--- src/rtl/itoer_if.sv ---
// mb8_io: byte-wide memory bus used by the interpreter datapath blocks.
//   we  - write strobe, one byte per cycle
//   ai  - byte address [ASZ]
//   vi  - write data [DSZ]
// master drives all three signals; slave observes them.
interface mb8_io #(
    parameter int unsigned ASZ = 17,
    parameter int unsigned DSZ = 8
);
    logic           we;
    logic [ASZ-1:0] ai;
    logic [DSZ-1:0] vi;

    modport master (output we, output ai, output vi);
    modport slave  (input  we, input  ai, input  vi);
endinterface

--- src/rtl/itoer.sv ---
// itoer: renders a 32-bit cell as ASCII decimal or hex digits into byte memory,
// least significant digit first, ending just below a caller-supplied pad address
// (Forth <# # #> style).
//
// Ports:
//   clk, rst  - clock; synchronous active-high reset
//   mb_if     - mb8_io master: we/ai/vi byte writes (never reads)
//   en        - start/hold level; rising in IDLE starts, low aborts
//   hex       - 1: base 16, 0: base 10 (sampled at start)
//   vi        - value to convert (sampled at start)
//   pad       - address one past the last character (sampled at start)
//   bsy       - conversion in progress
//   done      - one-cycle pulse when the string is complete
//   ao, len   - first-character address and character count of the last
//               completed conversion
//
// Optional feature macro: ITOER_SIGN_EN
//   When defined, decimal conversions treat vi as two's complement and emit a
//   leading '-' for negative values. Hex is always unsigned.
module itoer #(
    parameter int unsigned DSZ = 8,
    parameter int unsigned ASZ = 17
) (
    input  logic           clk,
    input  logic           rst,
    mb8_io.master          mb_if,
    input  logic           en,
    input  logic           hex,
    input  logic [31:0]    vi,
    input  logic [ASZ-1:0] pad,
    output logic           bsy,
    output logic           done,
    output logic [ASZ-1:0] ao,
    output logic [3:0]     len
);

    typedef enum logic [2:0] {
        StIdle,
        StDiv,
        StPut,
`ifdef ITOER_SIGN_EN
        StSgn,
`endif
        StDone
    } state_e;

    state_e         state_q, state_d;
    logic [31:0]    num_q, num_d;     // dividend, becomes quotient
    logic [3:0]     rem_q, rem_d;     // partial remainder, becomes digit
    logic [4:0]     cnt_q, cnt_d;     // decimal divide step counter
    logic           hex_q, hex_d;
    logic [ASZ-1:0] ptr_q, ptr_d;
    logic [3:0]     wlen_q, wlen_d;   // working character count
    logic [ASZ-1:0] ao_q, ao_d;
    logic [3:0]     len_q, len_d;
    logic           done_q, done_d;
`ifdef ITOER_SIGN_EN
    logic           neg_q, neg_d;
`endif

    logic           bus_we;
    logic [ASZ-1:0] bus_ai;
    logic [7:0]     bus_vi;

    // One restoring step of unsigned divide by 10.
    logic [4:0] part;
    logic [4:0] part_sub;
    logic       part_ge;

    assign part     = {rem_q, num_q[31]};
    assign part_sub = part - 5'd10;
    assign part_ge  = (part >= 5'd10);

    always_comb begin
        state_d = state_q;
        num_d   = num_q;
        rem_d   = rem_q;
        cnt_d   = cnt_q;
        hex_d   = hex_q;
        ptr_d   = ptr_q;
        wlen_d  = wlen_q;
        ao_d    = ao_q;
        len_d   = len_q;
        done_d  = 1'b0;
`ifdef ITOER_SIGN_EN
        neg_d   = neg_q;
`endif
        bus_we  = 1'b0;
        bus_ai  = '0;
        bus_vi  = 8'h00;

        unique case (state_q)
            StIdle: begin
                if (en) begin
                    num_d   = vi;
                    hex_d   = hex;
                    ptr_d   = pad;
                    wlen_d  = 4'd0;
                    rem_d   = 4'd0;
                    cnt_d   = 5'd0;
                    state_d = StDiv;
`ifdef ITOER_SIGN_EN
                    neg_d = ~hex & vi[31];
                    if (~hex & vi[31]) begin
                        // 0x80000000 negates to itself, which is the right magnitude unsigned
                        num_d = 32'd0 - vi;
                    end
`endif
                end
            end
            StDiv: begin
                if (!en) begin
                    state_d = StIdle;
                end else if (hex_q) begin
                    rem_d   = num_q[3:0];
                    num_d   = {4'd0, num_q[31:4]};
                    state_d = StPut;
                end else begin
                    rem_d = part_ge ? part_sub[3:0] : part[3:0];
                    num_d = {num_q[30:0], part_ge};
                    cnt_d = cnt_q + 5'd1;
                    if (cnt_q == 5'd31) begin
                        state_d = StPut;
                    end
                end
            end
            StPut: begin
                bus_we = 1'b1;
                bus_ai = ptr_q - ASZ'(1);
                bus_vi = (rem_q < 4'd10) ? (8'h30 + {4'd0, rem_q}) : (8'h37 + {4'd0, rem_q});
                ptr_d  = ptr_q - ASZ'(1);
                wlen_d = wlen_q + 4'd1;
                rem_d  = 4'd0;
                cnt_d  = 5'd0;
                if (!en) begin
                    state_d = StIdle;
                end else if (num_q == 32'd0) begin
`ifdef ITOER_SIGN_EN
                    state_d = neg_q ? StSgn : StDone;
`else
                    state_d = StDone;
`endif
                end else begin
                    state_d = StDiv;
                end
            end
`ifdef ITOER_SIGN_EN
            StSgn: begin
                bus_we  = 1'b1;
                bus_ai  = ptr_q - ASZ'(1);
                bus_vi  = 8'h2D;
                ptr_d   = ptr_q - ASZ'(1);
                wlen_d  = wlen_q + 4'd1;
                state_d = en ? StDone : StIdle;
            end
`endif
            StDone: begin
                if (!en) begin
                    state_d = StIdle;
                end
            end
            default: state_d = StIdle;
        endcase

        // Results are published only on a completed conversion, so an abort
        // leaves the previous ao/len visible.
        if (state_d == StDone && state_q != StDone) begin
            done_d = 1'b1;
            ao_d   = ptr_d;
            len_d  = wlen_d;
        end
    end

    always_ff @(posedge clk) begin
        if (rst) begin
            state_q <= StIdle;
            num_q   <= 32'd0;
            rem_q   <= 4'd0;
            cnt_q   <= 5'd0;
            hex_q   <= 1'b0;
            ptr_q   <= '0;
            wlen_q  <= 4'd0;
            ao_q    <= '0;
            len_q   <= 4'd0;
            done_q  <= 1'b0;
`ifdef ITOER_SIGN_EN
            neg_q   <= 1'b0;
`endif
        end else begin
            state_q <= state_d;
            num_q   <= num_d;
            rem_q   <= rem_d;
            cnt_q   <= cnt_d;
            hex_q   <= hex_d;
            ptr_q   <= ptr_d;
            wlen_q  <= wlen_d;
            ao_q    <= ao_d;
            len_q   <= len_d;
            done_q  <= done_d;
`ifdef ITOER_SIGN_EN
            neg_q   <= neg_d;
`endif
        end
    end

`ifdef ITOER_SIGN_EN
    assign bsy = (state_q == StDiv) || (state_q == StPut) || (state_q == StSgn);
`else
    assign bsy = (state_q == StDiv) || (state_q == StPut);
`endif
    assign done = done_q;
    assign ao   = ao_q;
    assign len  = len_q;

    assign mb_if.we = bus_we;
    assign mb_if.ai = bus_ai;
    assign mb_if.vi = DSZ'(bus_vi);

endmodule

--- src/flat_wrapper.sv ---
// flat-port wrapper written by rule: the top's interface ports become plain ports
module itoer_flat 
#(
    parameter int unsigned DSZ = 8,
    parameter int unsigned ASZ = 17
)
  (clk, rst, en, hex, vi, pad, bsy, done, ao, len, mb_if_we, mb_if_ai, mb_if_vi);
  mb8_io #(.ASZ(ASZ), .DSZ(DSZ)) mb_if_i ();
  input  logic clk;
  input  logic rst;
  input  logic en;
  input  logic hex;
  input  logic [31:0] vi;
  input  logic [ASZ-1:0] pad;
  output logic bsy;
  output logic done;
  output logic [ASZ-1:0] ao;
  output logic [3:0] len;
  output wire logic [$bits(mb_if_i.we)-1:0] mb_if_we;
  output wire logic [$bits(mb_if_i.ai)-1:0] mb_if_ai;
  output wire logic [$bits(mb_if_i.vi)-1:0] mb_if_vi;
  assign mb_if_we = mb_if_i.we;
  assign mb_if_ai = mb_if_i.ai;
  assign mb_if_vi = mb_if_i.vi;
  itoer #(.DSZ(DSZ), .ASZ(ASZ)) u_core (.clk(clk), .rst(rst), .mb_if(mb_if_i), .en(en), .hex(hex), .vi(vi), .pad(pad), .bsy(bsy), .done(done), .ao(ao), .len(len));
endmodule
--- config.mk ---
export PLATFORM = sky130hd
export DESIGN_NAME = itoer_flat
export DESIGN_NICKNAME = d
export VERILOG_FILES = /design/src/rtl/itoer_if.sv /design/src/rtl/itoer.sv /design/src/flat_wrapper.sv
export SDC_FILE = /design/constraint.sdc
export NUM_CORES = 1
export LEC_CHECK = 0
export CORE_MARGIN = 2
export CORE_UTILIZATION = 35
export DETAILED_ROUTE_END_ITERATION = 7
export PLACE_DENSITY = 0.72
export SLEW_MARGIN = 20
export SYNTH_ARGS = -nofsm -noshare
export SYNTH_HDL_FRONTEND = slang
export SYNTH_SLANG_ARGS = --single-unit
--- constraint.sdc ---
create_clock -name clk -period 2.3 [get_ports clk]
set_clock_uncertainty 0.15 [all_clocks]
set_input_delay 0.46 -clock clk [delete_from_list [all_inputs] [get_ports clk]]
set_output_delay 0.46 -clock clk [all_outputs]
set_load 0.01 [all_outputs]
=== After elaboration in Yosys (flattened, before gate mapping) ===
Index checks and enable logic that the tools add are counted.

* Flip-flop bits (word level): 88

* Equality and inequality tests: 9
* $lt $le $gt $ge: 2
* Mux-type cells: 30
* Add/sub/neg operators: 6
* Reductions and logical operators: 10

{| class="wikitable"
|+ Operator list
! operator !! count
|-
| 2-to-1 mux 32 bit || 3
|-
| case mux 32 bit (2 select lines) || 1
|-
| 2-to-1 mux 17 bit || 2
|-
| case mux 17 bit (2 select lines) || 1
|-
| logical NOT 32 bit || 1
|-
| 2-to-1 mux 4 bit || 5
|-
| 2-to-1 mux 3 bit || 6
|-
| subtractor 17 x 1 -> 17 bit, second input constant || 1
|-
| 2-to-1 mux 8 bit || 2
|-
| 2-to-1 mux 5 bit || 3
|-
| case mux 5 bit (3 select lines) || 1
|-
| adder 6 x 4 -> 7 bit, first input constant || 2
|-
| case mux 3 bit (4 select lines) || 1
|-
| case mux 4 bit (3 select lines) || 1
|-
| equality test 3 x 2 -> 1 bit, second input constant || 3
|-
| case mux 4 bit (2 select lines) || 1
|-
| != test 2 bit, second input constant || 3
|-
| AND reduction 3 bit || 2
|-
| adder 5 x 1 -> 5 bit, second input constant || 1
|-
| equality test 5 bit, second input constant || 1
|-
| >= comparator 5 x 4 -> 1 bit, second input constant || 1
|-
| adder 4 x 1 -> 4 bit, second input constant || 1
|-
| < comparator 4 bit, second input constant || 1
|-
| AND reduction 4 bit || 1
|-
| other kinds (11) || 12
|}

=== Logic depth before layout (Yosys ltp) ===
* Depth in word-level cells: 8
* Mapped depth: 8
* Mapped depth without buffers: 7

=== Worst setup path after synthesis ===
No wires, ideal clock.

* Kind: reg-to-output
* From: register u_core.ptr_q[0]
* To: output port mb_if_ai[12]
* Buffers on the path: 1
* Data required time: 1690 ps
* Path slack: -196 ps
* Stages on the path, launching flop included: 7
* Data arrival time: 1886 ps
* Cell sequence: dfxtp_1 inv_1 ha_1 or4b_4 buf_6 or4_4 a21oi_2

* Cells in the longest elaborated chain, start to end: 2

{| class="wikitable"
|+ RTL lines
! what !! line !! source
|-
| from (decl) || itoer.sv:52 || <nowiki>logic [ASZ-1:0] ptr_q, ptr_d;</nowiki>
|-
| from (signal assigned) || itoer.sv:195 || <nowiki>ptr_q <= ptr_d;</nowiki>
|-
| subtractor 17 x 1 -> 17 bit || itoer.sv:129 || <nowiki>bus_ai = ptr_q - ASZ'(1);</nowiki>
|-
| 2-to-1 mux 17 bit || itoer.sv:92 || <nowiki>unique case (state_q)</nowiki>
|-
| to (decl) || flat_wrapper.sv:20 || <nowiki>output wire logic [$bits(mb_if_i.ai)-1:0] mb_if_ai;</nowiki>
|}

No other way between the ends.

=== Worst setup path in the final report ===
* From: register u_core.ptr_q[1]
* To: output port mb_if_ai[14]

Same word-level chain as after synthesis.

==> results.json <==
{
  "status": "finished with violations",
  "violations": "setup timing",
  "crit_fanout": 5,
  "hold_path_class": "primary input to flop",
  "core-area_mm2": 0.0132,
  "fin_util_pct": 54.8,
  "die_x_um": 120,
  "numCtsBuffers": 9,
  "finalCritPeriodShare_pct": 122,
  "fp.dieH_um": 120,
  "max_freq_mhz": 357,
  "synth_seq_cells": 88,
  "synth_edf_count": 0,
  "row_count": 42,
  "synthCells": 589,
  "yosys_most_used_dff": "dfxtp_1",
  "place_ws_ps": -551,
  "critPathLaunch": "u_core.ptr_q[1]",
  "antenna_found_initial": 0,
  "drt_wl_total_um": 15200,
  "ys_types": 57,
  "ys_async_sr_fraction_pct": 0,
  "period_needed_ps": 2800,
  "setup_viol": 15,
  "yosysTopAreaCellShare_pct": 37.1,
  "dieArea_mm2": 0.0145,
  "postPlaceCellArea_mm2": 0.00646,
  "groute.layer.met1.usage_pct": 25.0,
  "synth_common_cells": "dfxtp_1 (88), nand2_1 (81), nor2_1 (76)",
  "drt_iter0_drc": 360,
  "global_route.usage.met3_pct": 4.10,
  "synth.avg_cell_area_um2": 8.06,
  "area_growth_pct": 52.9,
  "grt_pass1_vias": 4843,
  "hold_viol_final": 0,
  "first_pass_iters": 6,
  "ir_drop_v": 0.000363,
  "rsz0062_at_grt": "yes",
  "place.gp.congestion": 0.844,
  "cap_violations": 0,
  "insertedDiodeCount": 0,
  "netlist_top_cells_area": "dfxtp_1 (37%), mux2i_1 (7.6%), nand2_1 (6.4%)",
  "grt.total_usage_pct": 19.9,
  "finalMaxSlewViolations": 0,
  "layout.nets": 813,
  "grt_max_degree": 60,
  "synth_most_common_cell": "dfxtp_1",
  "routedWlPerCell_um": 16.2,
  "drt.antenna.violating_nets": 0,
  "required_ps": 1690,
  "h-tree-depth": 3,
  "final_area_mm2": 0.00725,
  "critPathLaunchType": "flop",
  "clk_pin_slew_ps": 60,
  "timing.rr.start": "u_core.ptr_q[1]",
  "pin_count": 102,
  "io_buffers": 100,
  "rrSetupSlack_ps": -90,
  "worst_slack_ps": -503,
  "rr_worst_depth": 10,
  "grt_pass1_wl_um": 23200,
  "crit_type": "flop to primary output",
  "cts_hold_buf": 0,
  "drc": 0,
  "yosysTopAreaCell": "dfxtp_1",
  "grt_remaining_overflow": 0,
  "via_count": 5091,
  "synth_seq_area_share_pct": 37.1,
  "r2r-end": "u_core.ao[8]",
  "clockBufferDepth": 2,
  "yosysWarningCount": 0,
  "crit_end": "mb_if_ai[14]",
  "clock_latency_ps": 350,
  "dp.final_hpwl_um": 9950,
  "whs_path_depth": 2,
  "syn-cell-area_mm2": 0.00474,
  "clock-sinks": 88,
  "worstPathArrival_ps": 2190,
  "clock-root-buffer": "clkbuf_16",
  "cts_tree": "built",
  "leakagePower_nw": 2.71,
  "vias_per_cell": 5.44,
  "power.density_mw_per_mm2": 545,
  "grt-busiest-layer": "met2",
  "met2_usage_pct": 32.6,
  "fill_cells": 1169,
  "initial_core_util_pct": 35.8,
  "crit_path_end_kind": "primary output",
  "drive_above_1_share_pct": 29.6
}
[critical path: stages (launching register included)]
cell     delay [ps]
dfxtp_2         320
inv_2            60
ha_4            130
or4b_4          510
buf_6           150
buf_6           130
nor4_4          150
xnor2_1         190
nor2_1           70
buf_2           140
[state kept, by name, summed over array words and instances, names as in the netlist]
| signal | cells |
|---|---|
| u_core.ptr_q | 17 |
| u_core.state_q | 3 |
| u_core.hex_q | 1 |
| u_core.len | 4 |
| u_core.rem_q | 4 |
| u_core.done | 1 |
| u_core.ao | 17 |
| u_core.wlen_q | 4 |
| u_core.num_q | 32 |
| u_core.cnt_q | 5 |
[power by group]
part           total, mW  switching [mW]  internal [mW]
sequential          1.62          0.0470           1.57
combinational      0.813           0.384          0.429
clock               1.52           0.645          0.875
[layout make-up]
| type | count | area, um2 | share of cell area [%] |
|---|---|---|---|
| Timing Repair Buffer | 206 | 1840 | 25.4 |
| Tap cell | 176 | 220 | 3.04 |
| Clock buffer | 10 | 239 | 3.29 |
| Clock inverter | 6 | 67.6 | 0.931 |
| Sequential cell | 88 | 1770 | 24.4 |
| Multi-Input combinational cell | 442 | 3080 | 42.4 |
| Inverter | 8 | 35.0 | 0.483 |
[how the worst min path moves through the flow]
stage                                  to             from  slack (ps)
after floorplan           u_core.num_q[4]  u_core.num_q[4]         300
after global placement    u_core.num_q[4]  u_core.num_q[4]         320
after detailed placement  u_core.num_q[4]  u_core.num_q[4]         320
after CTS                 u_core.rem_q[3]              rst         320
after global routing      u_core.ptr_q[6]              rst         330
final                     u_core.ptr_q[6]              rst         330
[per-stage QoR]
step | std cells | power (mW) | hold slack, ps | setup TNS [ps]
2_1_floorplan | 590 | 2.00 | 299 | -233
3_3_place_gp | 895 | 2.26 | 316 | -5610
3_5_place_dp | 895 | 2.28 | 325 | -6650
4_1_cts | 925 | 3.89 | 322 | -3120
5_1_grt | 936 | 4.09 | 332 | -4530
6_report | 936 | 3.95 | 332 | -3460
[kinds of logic (layout without fill, tap and decap cells)]
kind of cell,Yosys count,after routing,share of synthesized area (%)
compound gates,154,154,22.2
xor+xnor,12,12,2.22
fa+ha+maj,5,5,1.32
buf+inv,60,230,5.49
flops,88,88,37.1
mux,36,36,7.60
other cells,1,2,0.0790
simple gates,233,233,24.0
[per-layer routing]
metal	share of wire [%]	vias up
li1	-	2448
met1	42	2422
met2	50	183
met3	5.9	38
met4	2.6	0
met5	0	-
[repair_timing]
| item | 4_1_cts | 5_1_grt |
|---|---|---|
| endpoints found under the setup margin | 31 | 44 |
| endpoints found under the hold margin | 0 | 0 |
| pin swaps | 11 | 17 |
| setup buffers | 15 | 13 |
| gates resized for setup | 128 | 57 |
| cloned | 0 | 1 |
[layout by cell type (no fill, tap or decap), types with 5 or more instances in the layout]
cell and n:
buf_4 84, dfxtp_1 81, nand2_1 77, clkdlybuf4s50_1 73
nor2_1 70, a21oi_1 42, mux2i_1 34, o211ai_1 28
buf_2 18, o21ai_0 16, buf_6 16, a211oi_1 11
nor4_1 10, clkbuf_16 10, nand2b_1 8, nor3_1 8
a22oi_1 8, a211oi_2 7, buf_12 7, dfxtp_2 7
nand4_1 6, a221oi_1 6, a311oi_1 5, clkbuf_2 5
(Power assumes the default switching activity.)
